### config.mk
export PLATFORM = sky130hd
export DESIGN_NAME = cam_line_packer
export DESIGN_NICKNAME = d
export VERILOG_FILES = /design/src/rtl/cam_line_packer.sv
export SDC_FILE = /design/constraint.sdc
export NUM_CORES = 1
export LEC_CHECK = 0
export CAP_MARGIN = 20
export CELL_PAD_IN_SITES_DETAIL_PLACEMENT = 0
export CELL_PAD_IN_SITES_GLOBAL_PLACEMENT = 1
export CORE_MARGIN = 4
export CORE_UTILIZATION = 46
export CTS_CLUSTER_SIZE = 24
export DETAILED_ROUTE_END_ITERATION = 10
export DONT_BUFFER_PORTS = 1
export GPL_ROUTABILITY_DRIVEN = 0
export GPL_TIMING_DRIVEN = 1
export HOLD_SLACK_MARGIN = 0.1
export PLACE_DENSITY_LB_ADDON = 0.1
export SLEW_MARGIN = 10
export SYNTH_ARGS = -nofsm -noshare
export SYNTH_HDL_FRONTEND = slang
export SYNTH_SLANG_ARGS = --single-unit
### constraint.sdc
create_clock -name clk_clk -period 2 [get_ports clk_clk]
set_input_delay 0.2 -clock clk_clk [delete_from_list [all_inputs] [get_ports clk_clk]]
set_output_delay 0.2 -clock clk_clk [all_outputs]
set_load 0.005 [all_outputs]
### src/rtl/cam_line_packer.sv
// ============================================================================
// Module      : cam_line_packer
// Description : Packs a 16-bit pixel stream four pixels per 64-bit word and
//               writes each line to one of four line-buffer banks in rotation.
//               Optional macro CAM_PACKER_PARTIAL_FLUSH_EN writes the trailing
//               partial word of a line.
// Revision    : 1.0 - initial release
// ============================================================================
`default_nettype none

module cam_line_packer #(
    parameter int MAX_WORDS = 1024
) (
    input  logic        clk_clk,
    input  logic        reset_reset,
    input  logic        pix_valid,
    input  logic [15:0] pix_data,
    input  logic        pix_sol,
    input  logic        pix_eol,
    input  logic        pix_sof,
    output logic [9:0]  mem_data_0_address,
    output logic        mem_data_0_chipselect,
    output logic        mem_data_0_write,
    output logic        mem_data_0_clken,
    output logic [63:0] mem_data_0_writedata,
    output logic [7:0]  mem_data_0_byteenable,
    output logic [9:0]  mem_data_1_address,
    output logic        mem_data_1_chipselect,
    output logic        mem_data_1_write,
    output logic        mem_data_1_clken,
    output logic [63:0] mem_data_1_writedata,
    output logic [7:0]  mem_data_1_byteenable,
    output logic [9:0]  mem_data_2_address,
    output logic        mem_data_2_chipselect,
    output logic        mem_data_2_write,
    output logic        mem_data_2_clken,
    output logic [63:0] mem_data_2_writedata,
    output logic [7:0]  mem_data_2_byteenable,
    output logic [9:0]  mem_data_3_address,
    output logic        mem_data_3_chipselect,
    output logic        mem_data_3_write,
    output logic        mem_data_3_clken,
    output logic [63:0] mem_data_3_writedata,
    output logic [7:0]  mem_data_3_byteenable,
    output logic        line_done,
    output logic [1:0]  line_bank,
    output logic [10:0] line_words,
    output logic        frame_start,
    output logic        overflow
);

    localparam logic [0:0]  c_IDLE      = 1'b0;
    localparam logic [0:0]  c_ACTIVE    = 1'b1;
    localparam logic [10:0] c_MAX_WORDS = 11'(MAX_WORDS);
`ifdef CAM_PACKER_PARTIAL_FLUSH_EN
    localparam logic        c_FLUSH     = 1'b1;
`else
    localparam logic        c_FLUSH     = 1'b0;
`endif

    logic [0:0]  r_state;
    logic [1:0]  r_lane;
    logic [47:0] r_pack;
    logic [10:0] r_word_idx;
    logic [1:0]  r_line_cnt;
    logic [3:0]  r_cs;
    logic [9:0]  r_addr;
    logic [63:0] r_wdata;
    logic [7:0]  r_be;
    logic        r_clken;
    logic        r_line_done;
    logic [1:0]  r_line_bank;
    logic [10:0] r_line_words;
    logic        r_frame_start;
    logic        r_overflow;

    logic [63:0] w_word;
    logic [7:0]  w_be;
    logic [1:0]  w_new_bank;
    logic        w_store;
    logic        w_wr;
    logic [10:0] w_done_words;

    // Lanes above the current one are zero, so a flushed partial word is clean.
    always_comb begin
        w_word = '0;
        w_be   = '0;
        case (r_lane)
            2'd0:    begin w_word = {48'h0, pix_data};                w_be = 8'h03; end
            2'd1:    begin w_word = {32'h0, pix_data, r_pack[15:0]};  w_be = 8'h0F; end
            2'd2:    begin w_word = {16'h0, pix_data, r_pack[31:0]};  w_be = 8'h3F; end
            default: begin w_word = {pix_data, r_pack[47:0]};         w_be = 8'hFF; end
        endcase
    end

    assign w_new_bank   = pix_sof ? 2'd0 :
                          (r_state == c_ACTIVE) ? 2'(r_line_cnt + 2'd1) : r_line_cnt;
    assign w_store      = (r_word_idx < c_MAX_WORDS);
    assign w_wr         = (r_lane == 2'd3) || (pix_eol && c_FLUSH);
    assign w_done_words = (w_store && w_wr) ? 11'(r_word_idx + 11'd1) : r_word_idx;

    always_ff @(posedge clk_clk) begin
        r_cs          <= '0;
        r_line_done   <= 1'b0;
        r_frame_start <= 1'b0;
        if (reset_reset) begin
            r_state      <= c_IDLE;
            r_lane       <= '0;
            r_pack       <= '0;
            r_word_idx   <= '0;
            r_line_cnt   <= '0;
            r_addr       <= '0;
            r_wdata      <= '0;
            r_be         <= '0;
            r_clken      <= 1'b0;
            r_line_bank  <= '0;
            r_line_words <= '0;
            r_overflow   <= 1'b0;
        end else begin
            r_clken <= 1'b1;
            if (pix_valid && pix_sol) begin
                // An open line is closed implicitly; its partial word is dropped.
                if (r_state == c_ACTIVE) begin
                    r_line_done  <= 1'b1;
                    r_line_bank  <= r_line_cnt;
                    r_line_words <= r_word_idx;
                end
                if (pix_sof) begin
                    r_overflow    <= 1'b0;
                    r_frame_start <= 1'b1;
                end
                r_line_cnt    <= w_new_bank;
                r_word_idx    <= '0;
                r_pack[15:0]  <= pix_data;
                if (pix_eol) begin
                    r_state     <= c_IDLE;
                    r_lane      <= '0;
                    r_line_done <= 1'b1;
                    r_line_bank <= w_new_bank;
                    r_line_cnt  <= 2'(w_new_bank + 2'd1);
                    if (c_FLUSH) begin
                        r_cs         <= 4'b0001 << w_new_bank;
                        r_addr       <= '0;
                        r_wdata      <= {48'h0, pix_data};
                        r_be         <= 8'h03;
                        r_line_words <= 11'd1;
                    end else begin
                        r_line_words <= '0;
                    end
                end else begin
                    r_state <= c_ACTIVE;
                    r_lane  <= 2'd1;
                end
            end else if (pix_valid && (r_state == c_ACTIVE)) begin
                if (!w_store) begin
                    r_overflow <= 1'b1;
                end else begin
                    case (r_lane)
                        2'd0:    r_pack[15:0]  <= pix_data;
                        2'd1:    r_pack[31:16] <= pix_data;
                        2'd2:    r_pack[47:32] <= pix_data;
                        default: ;
                    endcase
                    if (w_wr) begin
                        r_cs       <= 4'b0001 << r_line_cnt;
                        r_addr     <= r_word_idx[9:0];
                        r_wdata    <= w_word;
                        r_be       <= w_be;
                        r_word_idx <= 11'(r_word_idx + 11'd1);
                    end
                    r_lane <= 2'(r_lane + 2'd1);
                end
                if (pix_eol) begin
                    r_state      <= c_IDLE;
                    r_lane       <= '0;
                    r_line_done  <= 1'b1;
                    r_line_bank  <= r_line_cnt;
                    r_line_words <= w_done_words;
                    r_line_cnt   <= 2'(r_line_cnt + 2'd1);
                end
            end
        end
    end

    assign mem_data_0_address    = r_addr;
    assign mem_data_1_address    = r_addr;
    assign mem_data_2_address    = r_addr;
    assign mem_data_3_address    = r_addr;
    assign mem_data_0_chipselect = r_cs[0];
    assign mem_data_1_chipselect = r_cs[1];
    assign mem_data_2_chipselect = r_cs[2];
    assign mem_data_3_chipselect = r_cs[3];
    assign mem_data_0_write      = r_cs[0];
    assign mem_data_1_write      = r_cs[1];
    assign mem_data_2_write      = r_cs[2];
    assign mem_data_3_write      = r_cs[3];
    assign mem_data_0_clken      = r_clken;
    assign mem_data_1_clken      = r_clken;
    assign mem_data_2_clken      = r_clken;
    assign mem_data_3_clken      = r_clken;
    assign mem_data_0_writedata  = r_wdata;
    assign mem_data_1_writedata  = r_wdata;
    assign mem_data_2_writedata  = r_wdata;
    assign mem_data_3_writedata  = r_wdata;
    assign mem_data_0_byteenable = r_be;
    assign mem_data_1_byteenable = r_be;
    assign mem_data_2_byteenable = r_be;
    assign mem_data_3_byteenable = r_be;
    assign line_done             = r_line_done;
    assign line_bank             = r_line_bank;
    assign line_words            = r_line_words;
    assign frame_start           = r_frame_start;
    assign overflow              = r_overflow;

endmodule

`default_nettype wire

After elaboration in Yosys (flattened, before gate mapping)
Index checks and enable logic that the tools add are counted.
W data, S select, Z words.
{ "word_totals": {"reg_bits": 167, "in_bits": 22, "output_inout_bits": 356, "wordCells": 97} }
{ "op_classes": {"addsub": 4, "n_lt_le_gt_ge": 1, "eq_ne": 5, "n_shift": 1, "mux": 43, "n_bitwise": 4, "n_reduce_logical": 22} }
{ "op_table": {"columns": ["operator", "count"], "rows": [
  ["$pmux W64 S3", 1],
  ["$mux W11", 6],
  ["$mux W16", 4],
  ["$mux W2", 15],
  ["$pmux W8 S3", 1],
  ["$mux W1", 16],
  ["$reduce_and A3 Y1", 4],
  ["$reduce_and A4 Y1", 3],
  ["$add A11 B1 Y11 const B", 1],
  ["$lt A11 B11 Y1 const B", 1],
  ["$reduce_bool A2 Y1", 5],
  ["$add A2 B1 Y2 const B", 3],
  ["$reduce_or A5 Y1", 1],
  ["$eq A2 B2 Y1 const B", 2],
  ["$not A1 Y1", 4],
  ["$reduce_and A2 Y1", 2],
  ["$reduce_or A2 Y1", 2],
  ["$shl A1 B2 Y4 const A", 1],
  ["$logic_and A1 B1 Y1", 3],
  ["$reduce_bool A3 Y1", 1],
  ["$eq A2 B1 Y1 const B", 1],
  ["$logic_not A2 Y1", 1],
  ["$ne A2 B1 Y1 const B", 1],
  ["$ne A2 B2 Y1 const B", 1]
]} }

Longest topological paths before layout
Gate-level depths: netlist (run 1).
{ "logic_depth": {"depth_word": 6, "mapped_depth": 8, "depth_no_buf": 6} }

Worst setup path before layout (run 1)
Ideal clock, no wire load.
{ "synth_path": {"kind": "register -> register", "startpoint": "register r_lane[1]", "endpoint": "register r_wdata[10], in the netlist mem_data_0_writedata[10]", "setup_ns": 0.122, "arrival_time_ns": 1.695, "t_required_ns": 1.878, "setup_slack_ns": 0.183, "stages_incl_launch_ff": 9, "path_cell_list": "dfxtp_1 inv_1 ha_1 clkbuf_1 nor3_1 nor4_4 buf_2 and2_1 a221o_1"} }
{ "synth_between": {"elab_chain_cells": 2, "elab_cells_between_ends": 6, "classes_between": "3 x eq/ne; 1 x mux; 2 x reduce/logical"} }
{ "synth_rtl": {"columns": ["element", "line", "source"], "rows": [
  ["start: declaration", "62", "logic [1:0] r_lane;"],
  ["start signal: assignment", "171", "r_lane <= 2'(r_lane + 2'd1);"],
  ["$eq A2 B2 Y1, or another cell as far along", "88", "case (r_lane)"],
  ["$pmux W64 S3 / $reduce_and A4 Y1 (equally long branches)", null, null],
  ["end signal: assignment", "144", "r_wdata <= {48'h0, pix_data};"],
  ["end signal: assignment", "167", "r_wdata <= w_word;"],
  ["end: declaration", "68", "logic [63:0] r_wdata;"]
]} }
Parallel ways exist; a longest one is shown, timed or not.
A chain may end at the register's enable or synchronous reset.

Worst setup path in the final report (run 1)
{ "layout_path": {"startpoint": "register r_lane[0]", "endpoint": "register r_cs[0]"} }
{ "layout_between": {"elab_chain_cells": 3} }
{ "layout_rtl": {"columns": ["element", "line", "source"], "rows": [
  ["$eq A2 B2 Y1", "99", "assign w_wr = (r_lane == 2'd3) || (pix_eol && c_FLUSH);"],
  ["$not A1 Y1 (no line)", null, null],
  ["$reduce_or A5 Y1 (no line)", null, null],
  ["end signal: assignment", "142", "r_cs <= 4'b0001 << w_new_bank;"],
  ["end signal: assignment", "165", "r_cs <= 4'b0001 << r_line_cnt;"],
  ["end: declaration", "66", "logic [3:0] r_cs;"]
]} }
No other way between the ends.

==> flow_metrics.tcl, run 1 <==
set metrics [dict create \
    fin_area_um2 7990 \
    async_reset_ff_share_pct 0 \
    finalMaxSlewViolations 0 \
    core_area_um2 18700 \
    synth_nets 1062 \
    arrival_ns 2.28 \
    cts_htree_levels 4 \
    max_freq_mhz 524 \
    ys_ff_latch 163 \
    yosysWarnings 0 \
    wl_per_cell_um 21.4 \
    root_buffer "clkbuf_16" \
    vias 5833 \
    antenna_found_initial 0 \
    routed_via_density 5.65 \
    antennaDiodeCount 0 \
    ios 378 \
    worst_hold_slack_ns 0.128 \
    dp_cells 971 \
    die_area_um2 21200 \
    synth_ff_type "dfxtp_1" \
    final_nets 815 \
    grt_start_max_net_pins 95 \
    worst-path-max-fanout 11 \
    track_usage_pct 20.8 \
    clkLatencyLatePin_ns 0.42 \
    power_w 0.00713 \
    synth.distinct_cells 58 \
    drive_gt1_share_pct 10.4 \
    grt_overflow 0 \
    finalCritPeriodShare_pct 95.5 \
    cts_tree "built" \
    dr.first_iter.drc_count 374 \
    crit_required_ns 2.37 \
    first_pass_iters 5 \
    synthesis.instances 1034 \
    grt_pass1_wl_um 34800 \
    setup.worst_path.start_class "flip-flop" \
    finalNonFillerCells 1032 \
    synth.avg_cell_area_um2 8.44 \
    numCtsBuffers 17 \
    leakage_nw 2.82 \
    areaGrowthSynthToFinish_pct -8.47 \
    reg2reg_to "r_cs[0]$_SDFF_PP0_" \
    slew_headroom_pct 53.4 \
    ir_worst_vdd_mv 0.568 \
    outcome "finished clean" \
    r2r_start "r_lane[0]$_SDFFE_PP0P_" \
    end_kind "flip-flop" \
    synth_edf_count 0 \
    grt_pass1_vias 5702 \
    endpoint "r_cs[0]$_SDFF_PP0_" \
    ff2ff_path_depth 6 \
    clockBufferDepth 2 \
    critPathKind "flip-flop to flip-flop" \
    syn_area_um2 8730 \
    min_period_ns 1.91 \
    fp.dieW_um 146 \
    final_cell_mix "dfxtp_1 (162), nand2_1 (104), nor2_1 (73)" \
    ant_nets 0 \
    port_buffers 0 \
    dp_hpwl_um 14100 \
    startpoint "r_lane[0]$_SDFFE_PP0P_" \
    post-route-util_pct 42.7 \
    drc_errors 0 \
    seq_area_frac_synth_pct 37.4 \
    die_h_um 146 \
    rows 50 \
    hold_violations 0 \
    setup_violations 0 \
    final.setup_skew_ns 0.00966 \
    layout_commonest_cell "dfxtp_1" \
    cts.sinks 163 \
    r2r_slack_ns 0.09 \
    path_clk_slew_ns 0.07 \
    cap_violations 0 \
    wl_um 22100 \
    place_area_um2 7020 \
    hp-class "primary input to flip-flop" \
    initial_core_util_pct 46.7 \
    power_density_nw_per_um2 892 \
    worst_slew_pin_slew_ns 0.694 \
]
worst min-delay path by stage:
stage            startpoint                               endpoint  cells after the start
4_1_cts             pix_eol             line_words[7]$_SDFFE_PP0P_                      4
5_1_grt             pix_eol             line_words[7]$_SDFFE_PP0P_                      4
3_3_place_gp    reset_reset     mem_data_0_address[6]$_SDFFE_PP0P_                      1
6_report       pix_data[11]  mem_data_0_writedata[43]$_SDFFE_PP0P_                      4
3_5_place_dp    reset_reset     mem_data_0_address[6]$_SDFFE_PP0P_                      1
2_1_floorplan   pix_data[0]   mem_data_0_writedata[0]$_SDFFE_PP0P_                      1
Yosys cell counts (4+ instances only):
library cell,instances,area (µm²)
nor3_1,21,105
nor2_1,74,278
ha_1,6,75.1
mux2i_1,17,170
dfxtp_1,163,3260
o21ai_0,24,120
and2_1,37,231
a221o_1,32,320
a21oi_1,67,335
nand3_1,55,275
inv_1,7,26.3
nand2_1,104,390
xnor2_1,6,52.6
o211ai_1,4,30.0
clkbuf_1,33,124
a31oi_1,10,62.6
nor4_1,7,43.8
or3_1,5,31.3
a211oi_1,19,143
xor2_1,4,35.0
buf_4,260,1950
buf_2,26,130
layer usage:
| layer | global-route usage (%) | vias up | share of wire (%) | wire length, µm |
|---|---|---|---|---|
| met5 | 0 | - | 0 | 0 |
| met4 | 5.75 | 0 | 0.80 | 177 |
| met3 | 5.51 | 12 | 7.4 | 1630 |
| met2 | 36.0 | 235 | 51 | 11300 |
| met1 | 25.6 | 2817 | 40 | 8920 |
| li1 | - | 2769 | - | - |
state kept, by name, summed over array words and instances, names as in the netlist:
signal and count:
mem_data_0_writedata 64, r_line_cnt 2, line_words 11, r_state 1, r_word_idx 11, line_bank 2, mem_data_0_address 10, mem_data_0_byteenable 4
line_done 1, r_cs 4, r_pack 48, overflow 1, mem_data_0_clken 1, frame_start 1, r_lane 2
where the power goes:
part | total, W | internal (W) | switching, W
clock network | 0.00348 | 0.00212 | 0.00135
logic | 0.000330 | 0.000121 | 0.000209
registers | 0.00332 | 0.00329 | 0.0000324
metrics by stage:
stage	TNS (ns)	worst slack [ns]
detailed placement	0	0.0876
global placement	0	0.156
global route	-0.00479	-0.00479
finish	0	0.0903
floorplan	0	0.183
CTS	0	0.0463
cells by family (layout without fill, tap and decap cells):
| group | count (synthesis) | in the layout | share of synthesized area, % |
|---|---|---|---|
| and+or+nand+nor | 332 | 332 | 18.9 |
| buffers and inverters | 331 | 95 | 26.2 |
| xor gates and xnor gates | 10 | 10 | 1.00 |
| muxes | 20 | 20 | 2.34 |
| AOI/OAI and AO/OA | 172 | 172 | 13.3 |
| DFF | 163 | 163 | 37.4 |
| adders and majority gates | 6 | 6 | 0.860 |
worst max-delay path, cell delays in order (launching register included):
cell and delay [ns]:
dfxtp_1 0.38, ha_4 0.17, and4b_4 0.29, nand2b_4 0.08
buf_4 0.18, nor4_1 0.18, dlygate4sd3_1 0.58
area by class of cell:
cell class                 count  area [µm²]
sequential                   163        3260
tap                          234         293
inverter                       7        26.3
clock inverter                12         179
timing repair buffer          58         569
clock buffer                  18         439
fill                        1872       10700
multi-input combinational    540        3220
timing repair:
item                                   4_1_cts  5_1_grt
buffers inserted                             0        1
hold buffers                                30        0
endpoints found under the hold margin      142        0
resized for setup                            0        4
setup endpoints to repair                    0       23
No activity file was read; power rests on OpenSTA's default activity.
==> run 2: changes to the inputs <==
CORE_AREA = 4 4 143 145   (was unset)
CORE_MARGIN = unset   (was 4)
CORE_UTILIZATION = unset   (was 46)
DIE_AREA = 0 0 147 149   (was unset)
clock period = 2.4 ns   (was 2 ns; I/O delays follow)
==> flow_metrics.tcl, run 2 (synthesis gave the netlist of run 1 again) <==
set metrics [dict create \
    p_seq_share_pct 47.4 \
    dp_cells 991 \
    end_kind "flip-flop" \
    grt_pass1_wl_um 35100 \
    ir_worst_vdd_mv 0.421 \
    cts_htree_levels 4 \
    ios 378 \
    arrival_ns 2.49 \
    leakage_nw 2.69 \
    grt_start_max_net_pins 103 \
    setup_violations 0 \
    drc_errors 0 \
    path_clk_slew_ns 0.07 \
    largest_reg_flops 64 \
    antenna_found_initial 0 \
    outcome "finished clean" \
    antennaDiodeCount 0 \
    dr.first_iter.drc_count 295 \
    grt_use_met3_pct 5.65 \
    first_pass_iters 5 \
    final_cell_mix "dfxtp_1 (163), nand2_1 (104), nor2_1 (73)" \
    swShare_pct 22.7 \
    fill_cells 1929 \
    die_area_um2 21900 \
    ant_nets 0 \
    track_usage_pct 20.7 \
    cts_tree "built" \
    max_freq_mhz 470 \
    min_period_ns 2.13 \
    grt_util_met1_pct 25.4 \
    finalMaxSlewViolations 0 \
    die_h_um 149 \
    critPathKind "flip-flop to flip-flop" \
    clockBufferDepth 2 \
    finalCritPeriodShare_pct 88.7 \
    cts_resized 0 \
    clkLatencyLatePin_ns 0.42 \
    cts.sinks 163 \
    final_nets 796 \
    setup.worst_path.start_class "flip-flop" \
    dp_hpwl_um 14400 \
    final.setup_skew_ns 0.00946 \
    grt_overflow 0 \
    power_w 0.00584 \
    core_area_um2 19200 \
    numCtsBuffers 17 \
    crit_required_ns 2.76 \
    drive_gt1_share_pct 9.22 \
    layout_commonest_cell "dfxtp_1" \
    cap_violations 0 \
    root_buffer "clkbuf_16" \
    wl_per_cell_um 22.0 \
    internal-power_w 0.00451 \
    fp.dieW_um 147 \
    port_buffers 0 \
    fin_setup_tns_ns 0 \
    hold_depth 3 \
    power_density_nw_per_um2 746 \
    initial_core_util_pct 45.5 \
    slew_headroom_pct 46.3 \
    top_usage_layer "met2" \
    hold_violations 0 \
    switchingPower_w 0.00132 \
    worst-path-max-fanout 16 \
    routed_via_density 5.42 \
    worst_slew_pin_slew_ns 0.799 \
    areaGrowthSynthToFinish_pct -10.4 \
    rows 51 \
    hp-class "primary input to flip-flop" \
    finalNonFillerCells 1046 \
    wl_um 23000 \
    vias 5666 \
    ff2ff_path_depth 5 \
    grt_pass1_vias 5546 \
    grt_use_met2_pct 36.6 \
    power_frac_clock_pct 48.1 \
    post-route-util_pct 40.7 \
    rsz0062_at_grt "no" \
    p_comb_share_pct 4.4 \
]
==> run 2: cell types whose count changed in the layout (fill, tap and decap cells not counted), sizes merged <==
cell | previous run | this run
buf | 29 | 18
bufinv | 4 | 2
clkbuf | 18 | 22
clkinv | 4 | 3
clkinvlp | 0 | 3
dlygate4sd3 | 29 | 21
inv | 11 | 9
==> run 2: per-layer routing <==
layer  routed length (µm)  share of wire, %  up-vias
li1                     -                 -     2723
met1                 9400                41     2735
met2                11800                51      190
met3                 1480               6.5       18
met4                  270               1.2        0
met5                    0                 0        -
==> run 2: stage by stage <==
step           hold slack [ns]  instance area (µm²)  worst slack [ns]
2_1_floorplan            0.378                 8730             0.583
3_3_place_gp             0.329                 6950             0.292
3_5_place_dp             0.332                 6950             0.150
4_1_cts                  0.103                 7800             0.148
5_1_grt                  0.110                 7820            0.0744
6_report                 0.122                 7820             0.272
==> run 2: final timing paths <==
| check | from | to | slack (ns) |
|---|---|---|---|
| hold / removal | pix_sol | r_line_cnt[1]$_SDFFE_PP0P_ | 0.12 |
| hold reg to reg | r_pack[37]$_SDFFE_PP0P_ | r_pack[37]$_SDFFE_PP0P_ | 0.46 |
| setup / recovery | r_lane[0]$_SDFFE_PP0P_ | mem_data_0_writedata[17]$_SDFFE_PP0P_ | 0.27 |
| setup reg to reg | r_lane[0]$_SDFFE_PP0P_ | mem_data_0_writedata[17]$_SDFFE_PP0P_ | 0.27 |
==> run 2: final cells by class <==
class	count	area (µm²)	area share (%)
sequential	163	3260	41.7
clock buffer	22	494	6.32
tap	265	332	4.24
inverter	7	26.3	0.336
timing repair buffer	39	378	4.83
multi-input combinational	540	3210	41.0
clock inverter	10	121	1.55
==> run 2: worst max-delay path: stages, from the launching register on <==
cell,delay [ns]
dfxtp_1,0.44
ha_1,0.32
and4b_4,0.32
nand2b_4,0.09
nor3_4,0.63
a221o_1,0.26
==> run 2: power by group through the flow <==
stage | Sequential [W] | Clock, W | Combinational (W)
4_1_cts | 0.00277 | 0.00287 | 0.000263
3_5_place_dp | 0.00283 | 0 | 0.000155
6_report | 0.00277 | 0.00281 | 0.000259
3_3_place_gp | 0.00283 | 0 | 0.000154
2_1_floorplan | 0.00282 | 0 | 0.000167
5_1_grt | 0.00277 | 0.00300 | 0.000284
==> run 2: repair_timing <==
action,4_1_cts,5_1_grt
endpoints found under the hold margin,137,0
endpoints found under the setup margin,0,10
setup buffers,0,1
hold buffers,22,0
==> variant 1, RTL diff (flow settings as in run 2) <==
The option `CAM_PACKER_PARTIAL_FLUSH_EN` is turned on by a define.
--- a/src/rtl/cam_line_packer.sv
+++ b/src/rtl/cam_line_packer.sv
@@ -9,2 +9,4 @@
 `default_nettype none
+
+`define CAM_PACKER_PARTIAL_FLUSH_EN
 
Formal check against the unedited RTL: not equivalent (Yosys sat finds a counterexample within 4 cycles, from zero or initial values and one cycle with reset_reset high).
==> variant 1 against run 2 <==
  * Synthesized area fell by 0.39%
  * First-iteration DRC count is 67% higher
  * Final area rose by 1.6%
  * Wire length increased by 10%
  * Total power increased by 3.8%
  * Sequential cell count stayed put
  * Setup slack worse by 0.11 ns
  * Critical path type unchanged
  * Highest routed layer unchanged
==> variant 1: results <==
{
  "status": "finished, final reports clean",
  "met3_length_um": 2090,
  "met3_usage_pct": 6.59,
  "cp.arrival_ns": 2.55,
  "combPwrFrac_pct": 7.3,
  "vias": 6057,
  "netlist_instances": 1027,
  "hold_slack_ns": 0.133,
  "clk_share_pct": 7.46,
  "antennaDiodeCount": 1,
  "nFlopsAndLatches": 163,
  "power_switching_share_pct": 26.5,
  "grt_max_degree": 116,
  "buffer_area_share_pct": 7.09,
  "dp.cells": 988,
  "worstPathMaxFanout": 38,
  "pre_cts_ws_ns": 0.264,
  "vdd_drop_max_mv": 0.473,
  "p_leak_nw": 3.07,
  "wl_met1_um": 11000,
  "cp-endpoint": "mem_data_0_writedata[50]",
  "path_delay_family": "buffers and inverters",
  "syn_to_final_growth_pct": -8.65,
  "use_met1_pct": 30.4,
  "multi_input_area_share_pct": 39.7,
  "grt_usage_pct": 22.6,
  "nNonClkBuffers": 58,
  "drive_above_1_share_pct": 8.87,
  "wl_per_cell_um": 24.1,
  "yosysSeqAreaShare_pct": 37.5,
  "p_comb_w": 0.000440,
  "met2_length_um": 11800,
  "dpl_cell_area_um2": 6980,
  "grt_pass1_wl_um": 37700,
  "first_global_vias": 5707,
  "nNonClkInverters": 9,
  "cp-startpoint": "r_lane[1]",
  "tightest_slew_ns": 0.696,
  "fillers": 1923,
  "worst-r2r-setup-slack_ns": 0.17,
  "clockPowerShare_pct": 45.2,
  "use_met2_pct": 35.5,
  "holdPathEnd": "mem_data_0_writedata[24]",
  "dr.first_iter.drc_count": 493,
  "cp_slowest_stage_delay_ns": 0.55,
  "critPathSlowestCell": "dlygate4sd3_1",
  "multi_input_gates": 527
}
-- variant 1: changes by cell type after synthesis, moves of 8 or more --
cell	change
and2_1	-33
nor2_1	+44
a221oi_1	+33
a221o_1	-32
mux2i_1	+16
a22oi_1	+15
a21oi_1	-9
nand2_1	-32
a31oi_1	-8
a211oi_1	-13
a22o_1	+20
nand3_1	-20
-- variant 1: logic make-up (layout without fill, tap and decap cells) --
| kind of cell | count (synthesis) | count (layout) | share of synthesized area, % |
|---|---|---|---|
| xor gates and xnor gates | 11 | 11 | 1.11 |
| DFF | 163 | 163 | 37.5 |
| AOI/OAI and AO/OA | 186 | 186 | 14.6 |
| buffers and inverters | 337 | 99 | 26.4 |
| and+or+nand+nor | 282 | 282 | 14.4 |
| muxes | 35 | 35 | 4.06 |
| adders and majority gates | 13 | 13 | 1.87 |
| other | 0 | 1 | 0 |
==> variant 2, RTL diff (config.mk and constraints of run 2) <==
Made on the original files. Register the outputs `mem_data_0_chipselect`, `mem_data_0_write`, `mem_data_1_chipselect`, `mem_data_1_write`, `mem_data_2_chipselect`, `mem_data_2_write`, `mem_data_3_chipselect` and `mem_data_3_write`, without a reset; this adds one clock of latency there. The other outputs are not delayed to match.
--- a/src/rtl/cam_line_packer.sv
+++ b/src/rtl/cam_line_packer.sv
@@ -188,10 +188,12 @@
     assign mem_data_3_address    = r_addr;
-    assign mem_data_0_chipselect = r_cs[0];
-    assign mem_data_1_chipselect = r_cs[1];
-    assign mem_data_2_chipselect = r_cs[2];
-    assign mem_data_3_chipselect = r_cs[3];
-    assign mem_data_0_write      = r_cs[0];
-    assign mem_data_1_write      = r_cs[1];
-    assign mem_data_2_write      = r_cs[2];
-    assign mem_data_3_write      = r_cs[3];
+    always_ff @(posedge clk_clk) begin
+        mem_data_0_chipselect <= r_cs[0];
+        mem_data_0_write      <= r_cs[0];
+        mem_data_1_chipselect <= r_cs[1];
+        mem_data_1_write      <= r_cs[1];
+        mem_data_2_chipselect <= r_cs[2];
+        mem_data_2_write      <= r_cs[2];
+        mem_data_3_chipselect <= r_cs[3];
+        mem_data_3_write      <= r_cs[3];
+    end
     assign mem_data_0_clken      = r_clken;
Formal check against the unedited RTL: no difference found for any inputs over 4 cycles, from zero or initial values and one cycle with reset_reset high; that may be too few to reach the edited logic, so the function may still have changed.
==> variant 2 against run 2 <==
  * Wire length hardly changed
  * Setup slack gained 0.037 ns
  * Synthesized cell count is 5.4% higher
  * Final area increased by 0.62%
  * Synthesized area up 1.3%
  * Critical path depth is 1 higher
  * Total power is 1.4% lower
  * Critical path type unchanged
  * Die area unchanged
  * Critical endpoint is now mem_data_0_writedata[39]
  * Sequential cell count increased by 4
==> variant 2: results <==
{
  "status": "finished, final reports clean",
  "nNonClkBuffers": 40,
  "dp.cells": 1047,
  "p_leak_nw": 2.78,
  "synth_top_flop_cell": "dfxtp_1",
  "yosysSeqAreaShare_pct": 37.8,
  "wl_per_cell_um": 20.8,
  "avgSynthCellArea_um2": 8.12,
  "first_global_vias": 5893,
  "netlist_top_cells_area": "dfxtp_1 38%, buf_4 22%, nand2_1 7.2%",
  "seq_share_pct": 42.5,
  "min_path_type": "in2reg",
  "cts_sinks": 167,
  "synth_compound_area_share_pct": 12.3,
  "dp.final_hpwl_um": 14100,
  "nNetsFinal": 852,
  "buffer_area_share_pct": 4.77,
  "syn_to_final_growth_pct": -11.0,
  "fillers": 2001,
  "synth_nets": 1118,
  "grt_usage_pct": 20.6,
  "cp_slowest_stage_delay_ns": 0.43,
  "grt_max_degree": 103,
  "antenna_found_initial": 1,
  "finalClockSkew_ns": 0.0105,
  "clk-power_w": 0.00267,
  "power.density_nw_per_um2": 731,
  "synth_fa_ha_area_share_pct": 0.848,
  "cts_hold_buf": 23,
  "dr.first_iter.drc_count": 323,
  "cp.arrival_ns": 2.39,
  "grt_pass1_wl_um": 35000,
  "multi_input_area_um2": 3220,
  "path_clk_slew_ns": 0.07,
  "seq-power_w": 0.00284,
  "nClkBuffers": 20,
  "drive_above_1_share_pct": 8.12,
  "antennaDiodeCount": 2,
  "dpl_cell_area_um2": 7040,
  "multi_input_gates": 591,
  "critPathSlowestCell": "dfxtp_1",
  "vias": 6043,
  "fin_util_pct": 41.0,
  "via_per_inst": 5.47,
  "synth-xor-area-share_pct": 0.990,
  "regArea_um2": 3340,
  "synthMuxAreaShare_pct": 2.30,
  "clk_share_pct": 7.30,
  "synth_common_cells": "260 x buf_4, 170 x nand2_1, 167 x dfxtp_1",
  "p_int_w": 0.00439,
  "pre_cts_ws_ns": 0.321,
  "path_delay_family": "simple AND/OR/NAND/NOR gates",
  "worstPathMaxFanout": 23
}
==> variant 2: cell types whose count changed in the layout (fill, tap and decap cells not counted), sizes merged, moves of 14 or more <==
| cell | before | now |
|---|---|---|
| nor2 | 75 | 89 |
| a22oi | 1 | 33 |
| nand2 | 106 | 173 |
| a221o | 32 | 0 |
| nand3 | 56 | 41 |
| and2 | 38 | 5 |
| nor3 | 22 | 38 |
==> variant 2: routing by layer <==
metal  up-vias  global-route usage (%)  part of all wire, %
met1      2946                    23.7                   40
li1       2860                       -                    -
met2       207                    37.3                   52
met5         -                       0                    0
met3        30                    5.23                  6.1
met4         0                    6.94                  1.6
==> variant 2: path summary, 6_finish.rpt <==
path / startpoint / slack (ns) / cells after the start / endpoint
setup / recovery: r_lane[0] / 0.31 / 6 / mem_data_0_writedata[39]
hold / removal: pix_sof / 0.12 / 3 / overflow
setup reg to reg: r_lane[0] / 0.31 / 6 / mem_data_0_writedata[39]
hold reg to reg: r_cs[3] / 0.33 / 0 / mem_data_3_write
